**src/rtl/pc_sequencer_pkg.sv**
```systemverilog
// pc_sequencer_pkg: shared mux-select codes, FSM states and defaults for the PC sequencer
package pc_sequencer_pkg;
  typedef enum logic [1:0] {ST_BOOT = 2'd0, ST_FETCH = 2'd1, ST_FLUSH = 2'd2} state_t;
  localparam logic [1:0] PC_SEL_SEQ = 2'b00;
  localparam logic [1:0] PC_SEL_BR = 2'b01;
  localparam logic [1:0] PC_SEL_JMP = 2'b10;
  localparam logic [15:0] DEFAULT_RESET_PC = 16'h0;
  localparam int CNT_W = 4;
endpackage

```
**src/rtl/pc_sequencer_if.sv**
```systemverilog
// pc_sequencer_if: fetch-stage control, PC mux and instruction-memory handshake bundle
interface pc_sequencer_if #(parameter int WIDTH = 16);
  logic stall;
  logic br_taken;
  logic jmp;
  logic imem_ack;
  logic [WIDTH-1:0] pc_mux_in;
  logic [1:0] pc_sel;
  logic [WIDTH-1:0] pc_inc;
  logic [WIDTH-1:0] pc;
  logic imem_req;
  logic if_valid;
  logic flush;
  modport master (
    input stall, br_taken, jmp, imem_ack, pc_mux_in,
    output pc_sel, pc_inc, pc, imem_req, if_valid, flush
  );
  modport slave (
    output stall, br_taken, jmp, imem_ack, pc_mux_in,
    input pc_sel, pc_inc, pc, imem_req, if_valid, flush
  );
endinterface

```
**src/rtl/pc_sequencer_flush_ctr.sv**
```systemverilog
// pc_flush_ctr: loadable down-counter that saturates at zero and flags it
module pc_flush_ctr
  import pc_sequencer_pkg::*;
(
  input  logic clk,
  input  logic rst_n,
  input  logic load,
  input  logic dec,
  input  logic [CNT_W-1:0] load_val,
  output logic zero
);
  logic [CNT_W-1:0] cnt;
  always_ff @(posedge clk or negedge rst_n) begin
    if (!rst_n) cnt <= '0;
    else if (load) cnt <= load_val;
    else if (dec && cnt != '0) cnt <= cnt - 1'b1;
  end
  assign zero = (cnt == '0);
endmodule

```
**src/rtl/pc_sequencer.sv**
```systemverilog
// pc_sequencer: owns the fetch PC, drives the external PC mux select and the imem handshake,
// and inserts flush bubbles after every branch/jump redirect.
module pc_sequencer
  import pc_sequencer_pkg::*;
#(
  parameter int WIDTH = 16,
  parameter logic [WIDTH-1:0] RESET_PC = WIDTH'(DEFAULT_RESET_PC),
  parameter int FLUSH_CYCLES = 2
) (
  input logic clk,
  input logic rst_n,
  pc_sequencer_if.master bus
);
  localparam logic [CNT_W-1:0] FLUSH_LOAD = CNT_W'(FLUSH_CYCLES - 1);
  state_t state, state_nxt;
  logic redirect, take, accept, zero;
  assign redirect = bus.jmp | bus.br_taken;
  assign take = redirect & (state != ST_BOOT);
  // an ack that coincides with a redirect fetched the wrong path and is dropped
  assign accept = bus.imem_req & bus.imem_ack & ~redirect;
  pc_flush_ctr u_flush_ctr (
    .clk(clk),
    .rst_n(rst_n),
    .load(take),
    .dec(state == ST_FLUSH),
    .load_val(FLUSH_LOAD),
    .zero(zero)
  );
  always_ff @(posedge clk or negedge rst_n) begin
    if (!rst_n) state <= ST_BOOT;
    else state <= state_nxt;
  end
  always_comb begin
    state_nxt = state == ST_BOOT ? ST_FETCH :
                take ? ST_FLUSH :
                (state == ST_FLUSH && !zero) ? ST_FLUSH : ST_FETCH;
  end
  always_comb begin
    bus.pc_sel = bus.jmp ? PC_SEL_JMP : bus.br_taken ? PC_SEL_BR : PC_SEL_SEQ;
    bus.imem_req = (state == ST_FETCH) & ~bus.stall;
    bus.flush = (state == ST_FLUSH);
  end
  assign bus.pc_inc = bus.pc + 1'b1;
  always_ff @(posedge clk or negedge rst_n) begin
    if (!rst_n) begin
      bus.pc <= RESET_PC;
      bus.if_valid <= 1'b0;
    end else begin
      if (take | accept) bus.pc <= bus.pc_mux_in;
      bus.if_valid <= accept;
    end
  end
endmodule
```
**src/flat_wrapper.sv**
```systemverilog
// flat-port wrapper written by rule: the top's interface ports become plain ports
module pc_sequencer_flat import pc_sequencer_pkg::*;
#(
  parameter int WIDTH = 16,
  parameter logic [WIDTH-1:0] RESET_PC = WIDTH'(DEFAULT_RESET_PC),
  parameter int FLUSH_CYCLES = 2
)
  (clk, rst_n, bus_stall, bus_br_taken, bus_jmp, bus_imem_ack, bus_pc_mux_in, bus_pc_sel, bus_pc_inc, bus_pc, bus_imem_req, bus_if_valid, bus_flush);
  pc_sequencer_if #(.WIDTH(WIDTH)) bus_i ();
  input logic clk;
  input logic rst_n;
  input wire logic [$bits(bus_i.stall)-1:0] bus_stall;
  input wire logic [$bits(bus_i.br_taken)-1:0] bus_br_taken;
  input wire logic [$bits(bus_i.jmp)-1:0] bus_jmp;
  input wire logic [$bits(bus_i.imem_ack)-1:0] bus_imem_ack;
  input wire logic [$bits(bus_i.pc_mux_in)-1:0] bus_pc_mux_in;
  output wire logic [$bits(bus_i.pc_sel)-1:0] bus_pc_sel;
  output wire logic [$bits(bus_i.pc_inc)-1:0] bus_pc_inc;
  output wire logic [$bits(bus_i.pc)-1:0] bus_pc;
  output wire logic [$bits(bus_i.imem_req)-1:0] bus_imem_req;
  output wire logic [$bits(bus_i.if_valid)-1:0] bus_if_valid;
  output wire logic [$bits(bus_i.flush)-1:0] bus_flush;
  assign bus_i.stall = bus_stall;
  assign bus_i.br_taken = bus_br_taken;
  assign bus_i.jmp = bus_jmp;
  assign bus_i.imem_ack = bus_imem_ack;
  assign bus_i.pc_mux_in = bus_pc_mux_in;
  assign bus_pc_sel = bus_i.pc_sel;
  assign bus_pc_inc = bus_i.pc_inc;
  assign bus_pc = bus_i.pc;
  assign bus_imem_req = bus_i.imem_req;
  assign bus_if_valid = bus_i.if_valid;
  assign bus_flush = bus_i.flush;
  pc_sequencer #(.WIDTH(WIDTH), .RESET_PC(RESET_PC), .FLUSH_CYCLES(FLUSH_CYCLES)) u_core (.clk(clk), .rst_n(rst_n), .bus(bus_i));
endmodule
```
**config.mk**
```make
export PLATFORM = sky130hd
export DESIGN_NAME = pc_sequencer_flat
export DESIGN_NICKNAME = d
export VERILOG_FILES = /design/src/rtl/pc_sequencer_pkg.sv /design/src/rtl/pc_sequencer_if.sv /design/src/rtl/pc_sequencer_flush_ctr.sv /design/src/rtl/pc_sequencer.sv /design/src/flat_wrapper.sv
export SDC_FILE = /design/constraint.sdc
export NUM_CORES = 1
export LEC_CHECK = 0
export CAP_MARGIN = 20
export CORE_ASPECT_RATIO = 0.5
export CORE_MARGIN = 2
export CORE_UTILIZATION = 35
export DETAILED_ROUTE_END_ITERATION = 6
export PLACE_DENSITY_LB_ADDON = 0.25
export SLEW_MARGIN = 15
export SYNTH_ARGS = -nofsm -noshare
export SYNTH_HDL_FRONTEND = slang
export SYNTH_SLANG_ARGS = --single-unit
```
**constraint.sdc**
```tcl
create_clock -name clk -period 1.7 [get_ports clk]
set_input_delay 0.34 -clock clk [delete_from_list [all_inputs] [get_ports clk]]
set_output_delay 0.34 -clock clk [all_outputs]
set_load 0.02 [all_outputs]
```
# After elaboration in Yosys (flattened, before gate mapping)
# Index checks and enable logic that the tools add are counted.
# Widths: inputs -> output; s select.
[classes]
addsub = 2
n_reduce_logical = 8
bitwise_logic = 8
n_eq_ne = 2
mux = 7
[ops]
columns = ["operator", "n"]
rows = [
  ["$add 16x1->16 const B", 1],
  ["$mux 2", 4],
  ["$mux 4", 2],
  ["$and 1x1->1", 4],
  ["$logic_not 4->1", 1],
  ["$reduce_bool 2->1", 2],
  ["$reduce_bool 4->1", 1],
  ["$sub 4x1->4 const B", 1],
  ["$eq 2x1->1 const B", 1],
  ["$eq 2x2->1 const B", 1],
  ["$logic_and 1x1->1", 2],
  ["$logic_not 2->1", 1],
  ["$not 1->1", 2],
  ["$or 1x1->1", 2],
  ["$logic_not 1->1", 1],
  ["$mux 1", 1],
]
[totals]
output_inout_bits = 37
register_bits = 23

# Longest topological paths before layout
[logic_depth]
ltp_word = 6
depth_mapped = 5
depth_no_buf = 5

# Modules after synthesis
# From an unflattened synthesis, not the netlist that was laid out.
[hier_totals]
cells_unflattened = 120
hier_area_um2 = 1351.3
[modules_own_cells]
columns = ["mod", "cells_each", "seq_area_each_um2", "area_each_um2", "instances"]
rows = [
  ["pc_sequencer", 93, 475.5, 1081.0, 1],
  ["pc_flush_ctr", 27, 100.1, 270.3, 1],
]

# Least setup slack after synthesis
# OpenSTA, ideal clock, no wires.
[synth_path]
kind = "register to output"
from = "register u_core.bus.pc[0]"
to = "output port bus_pc_inc[12]"
path_slack_ns = -0.234
t_arrival_ns = 1.594
stages_incl_launch_ff = 5
n_path_buf = 0
t_required_ns = 1.360
path_cell_list = "dfrtp_1 ha_1 inv_1 nor4_1 xor2_1"
[synth_between]
elab_chain_cells = 1
[synth_rtl]
columns = ["element", "line", "source"]
rows = [
  ["start: declaration", "pc_sequencer_if.sv:16", "output pc_sel, pc_inc, pc, imem_req, if_valid, flush"],
  ["start signal: assignment", "pc_sequencer.sv:49", "if (take | accept) bus.pc <= bus.pc_mux_in;"],
  ["$add 16x1->16", "pc_sequencer.sv:43", "assign bus.pc_inc = bus.pc + 1'b1;"],
  ["end: declaration", "flat_wrapper.sv:18", "output wire logic [$bits(bus_i.pc_inc)-1:0] bus_pc_inc;"],
]
# Every way passes these cells.

# Final worst setup path
[layout_path]
from = "register u_core.bus.pc[0]"
to = "output port bus_pc_inc[13]"
# Same word-level chain as after synthesis.

==> results.rst <==
.. list-table::
   :header-rows: 1

   * - Metric
     - Value
   * - Status
     - finished, violations left
   * - Failing checks
     - negative setup slack
   * - Series of cell instances along the critical path
     - buf_6, nand2_8, nor4_4, xor2_1, buf_4
   * - Area growth from synthesis to final layout
     - 94.2%
   * - Maximum net fanout on the critical path
     - 4
   * - Pwr Density
     - 1520 nW/um2
   * - Clock root cell
     - clkbuf_8
   * - CTS sink count
     - 23
   * - Residual DRC
     - 0
   * - Clock Path Buffers
     - 2
   * - Detailed-route wire length per cell
     - 15.1 um
   * - Critical Path Start Type
     - flop
   * - Max Cap Violations
     - 0
   * - Vias in the first global route
     - 1256
   * - Normalized max-slew margin
     - 0.749
   * - Setup skew after layout
     - 1.48 ps
   * - Quantity of hold-fixing buffers added after cts
     - 0
   * - Worst endpoint required time
     - 1360 ps
   * - Gate count after technology mapping
     - 114
   * - Layout cell share with drive strength beyond 1
     - 0.514
   * - Total design power
     - 3.85 mW
   * - Post-DP Area
     - 2180 um2
   * - IR drop worst, VDD
     - 875 uV
   * - Final core utilization
     - 0.725
   * - Yosys reg bits
     - 23
   * - Vias/cell
     - 4.75
   * - Arrival time of data at the critical path endpoint
     - 1560 ps
   * - Area fraction of the dominant cell type after synthesis
     - 0.442
   * - Worst min path class
     - in -> async
   * - Initial core utilization
     - 0.373
   * - Number of buffers created by CTS
     - 3
   * - Global placer's final weighted congestion
     - 0.764
   * - Port buffer count
     - 58
   * - Clock latency of the later-clocked register in the worst-skew pair
     - 260 ps
   * - Area of the core
     - 3490 um2
   * - Netlist cell types
     - 29
   * - Die ar.
     - 4250 um2
   * - Final count of hold timing violations
     - 0
   * - LEAKAGE
     - 1.24 nW
   * - HPWL after DPL
     - 2530 um
   * - Via Count
     - 1258
   * - Cell area after layout
     - 2530 um2
   * - Slew at the pin with the worst max-slew slack
     - 376 ps
   * - Total inserted antenna cells
     - 0
   * - Post-Syn Area
     - 1300 um2
   * - Mean instance size in the synthesized netlist
     - 11.4 um2
   * - Setup violation total in the final timing report
     - 15
   * - Number of pins with negative max-slew slack in the final report
     - 0
   * - Yosys synthesis warning count
     - 0
   * - Final period util
     - 1.12
   * - Initial DRT Pass Iterations
     - 4
   * - Floorplan die width
     - 90.3 um
   * - Total of fill cells in the finished design
     - 254
   * - Overflow after GRT
     - 0
   * - Number of nets still failing antenna checks after routing
     - 0
   * - Highest clock frequency the design can meet
     - 0.526 GHz
   * - Layout Nets
     - 240
   * - First-pass GRT wire length
     - 6010 um
   * - Kind of end point of the critical path
     - output pin
   * - Worst setup path class
     - reg -> out
   * - Synthesized Nets
     - 139
   * - Placed Instances
     - 247
   * - Setup TNS Final
     - -1450 ps
   * - CTS tree
     - built
   * - Slowest stage cell, crit path
     - dfrtp_2
   * - Dominant cell type by area after synthesis
     - dfrtp_1
   * - Number of H-tree levels
     - 1
   * - Maximum number of pins on one net before global-route repair
     - 24
   * - Die height
     - 47.1 um
   * - Min Clock Period, post-route
     - 1900 ps
   * - Global-route total usage across every layer
     - 0.185
   * - Fraction of the yosys area taken by sequential cells
     - 0.442
   * - Crit-path max cell delay
     - 420 ps
   * - Final wirelength
     - 4000 um
   * - Setup slack after layout
     - -202 ps
   * - Std-Cell Rows
     - 15
   * - Violation count after the first detailed-route iteration
     - 32
   * - Final non-filler cell total
     - 265
   * - Reg clk slew, reported paths
     - 80 ps
   * - Number of antenna violations at the first check in global routing
     - 0
   * - Top post-synthesis cells by area
     - dfrtp_1 44%, mux2_4 12%, xor2_1 5.4%, mux2_2 5.2%, xnor2_1 4.0%
   * - Num ports
     - 59
   * - Setup repair after global routing missed its margin
     - yes
metrics by stage:
stage               setup WS, ps  hold WS, ps
floorplan                   -104         44.4
global placement            -345          539
detailed placement          -361          545
CTS                         -218          452
global route                -309          451
finish                      -202          437
cell usage in the layout, fill, tap and decap left out, drive strengths merged:
| cell type | count |
|---|---|
| a21boi | 2 |
| a21oi | 1 |
| and3 | 1 |
| and4 | 1 |
| buf | 54 |
| clkbuf | 6 |
| clkdlybuf4s15 | 1 |
| clkdlybuf4s50 | 21 |
| dfrtp | 23 |
| dlygate4sd2 | 15 |
| dlymetal6s2s | 6 |
| ha | 3 |
| inv | 9 |
| mux2 | 16 |
| nand2 | 3 |
| nand2b | 1 |
| nand3 | 7 |
| nand4 | 5 |
| nor2 | 3 |
| nor2b | 1 |
| nor3 | 2 |
| nor3b | 2 |
| nor4 | 5 |
| o21ai | 5 |
| o22ai | 1 |
| o311a | 1 |
| or3 | 2 |
| or3b | 1 |
| or4 | 2 |
| xnor2 | 6 |
| xor2 | 8 |
critical path: cells and delay by family (launching register included):
kind / cells / cell delay, ps
DFF: 1 / 420
and+or+nand+nor: 2 / 380
buffers and inverters: 2 / 300
xor gates and xnor gates: 1 / 200
registers in the layout, indices dropped and copies added (netlist names):
name                    cells
u_core.bus.pc              16
u_core.u_flush_ctr.cnt      4
u_core.state                2
u_core.bus.if_valid         1
per-layer routing:
| metal | part of all wire | routed length (um) | GRT usage | up-vias |
|---|---|---|---|---|
| met5 | 0 | 0 | 0 | - |
| li1 | - | - | - | 606 |
| met3 | 0.028 | 111 | 0.0401 | 2 |
| met2 | 0.53 | 2140 | 0.370 | 23 |
| met1 | 0.43 | 1730 | 0.213 | 627 |
| met4 | 0.0060 | 24 | 0.0554 | 0 |
cell families after synthesis:
family          after synthesis  share of synthesized area
simple gates                 36                      0.162
flops                        23                      0.442
mux                          16                      0.167
xor+xnor                     14                     0.0941
buf+inv                      12                     0.0500
compound gates               10                     0.0557
fa+ha+maj                     3                     0.0288
synth_stat cells:
library cell / count
mux2_4: 10
a21boi_0: 2
nor3b_1: 2
a21oi_4: 1
nor4_1: 5
xnor2_1: 6
nor2b_1: 1
nand2_1: 3
nand2b_1: 1
xor2_1: 8
clkbuf_1: 1
and3_1: 1
or4_1: 2
or3b_4: 1
dfrtp_1: 23
mux2_2: 6
o22ai_1: 1
nand3_1: 7
nand4_1: 5
inv_1: 9
buf_4: 1
nor2_1: 3
ha_1: 3
o311a_1: 1
o21ai_0: 5
nor3_1: 2
or3_1: 2
and4_1: 1
buf_12: 1
cell type report:
class,instances,area (um2),area share
inverters,9,33.8,0.0134
clock buffers,4,45.0,0.0178
well taps,51,63.8,0.0252
flip-flops and latches,23,589,0.233
multi-input cells,79,872,0.345
repair buffers,99,926,0.366
what timing repair did:
item,CTS,global route
setup endpoints to repair,45,39
resized for setup,119,34
gates cloned,1,0
setup buffers,7,9
pin swaps,17,17
final timing paths:
check                      depth (start not counted)                     startpoint  slack, ps                            end
setup reg to reg                                   4      u_core.state[1]$_DFF_PN0_        -20   u_core.bus.pc[0]$_DFFE_PN0P_
min in group clk                                   2                   bus_imem_ack        460  u_core.bus.if_valid$_DFF_PN0_
setup / recovery                                   5   u_core.bus.pc[0]$_DFFE_PN0P_       -200                 bus_pc_inc[13]
max in group asynchronous                          2                          rst_n       1010  u_core.bus.pc[10]$_DFFE_PN0P_
hold reg to reg                                    1  u_core.bus.pc[15]$_DFFE_PN0P_        580  u_core.bus.pc[15]$_DFFE_PN0P_
hold / removal                                     2                          rst_n        440  u_core.bus.if_valid$_DFF_PN0_
power breakdown:
part | switching, mW | internal (mW)
logic | 1.29 | 1.33
clock network | 0.169 | 0.167
registers | 0.162 | 0.735
(Power assumes the default switching activity.)
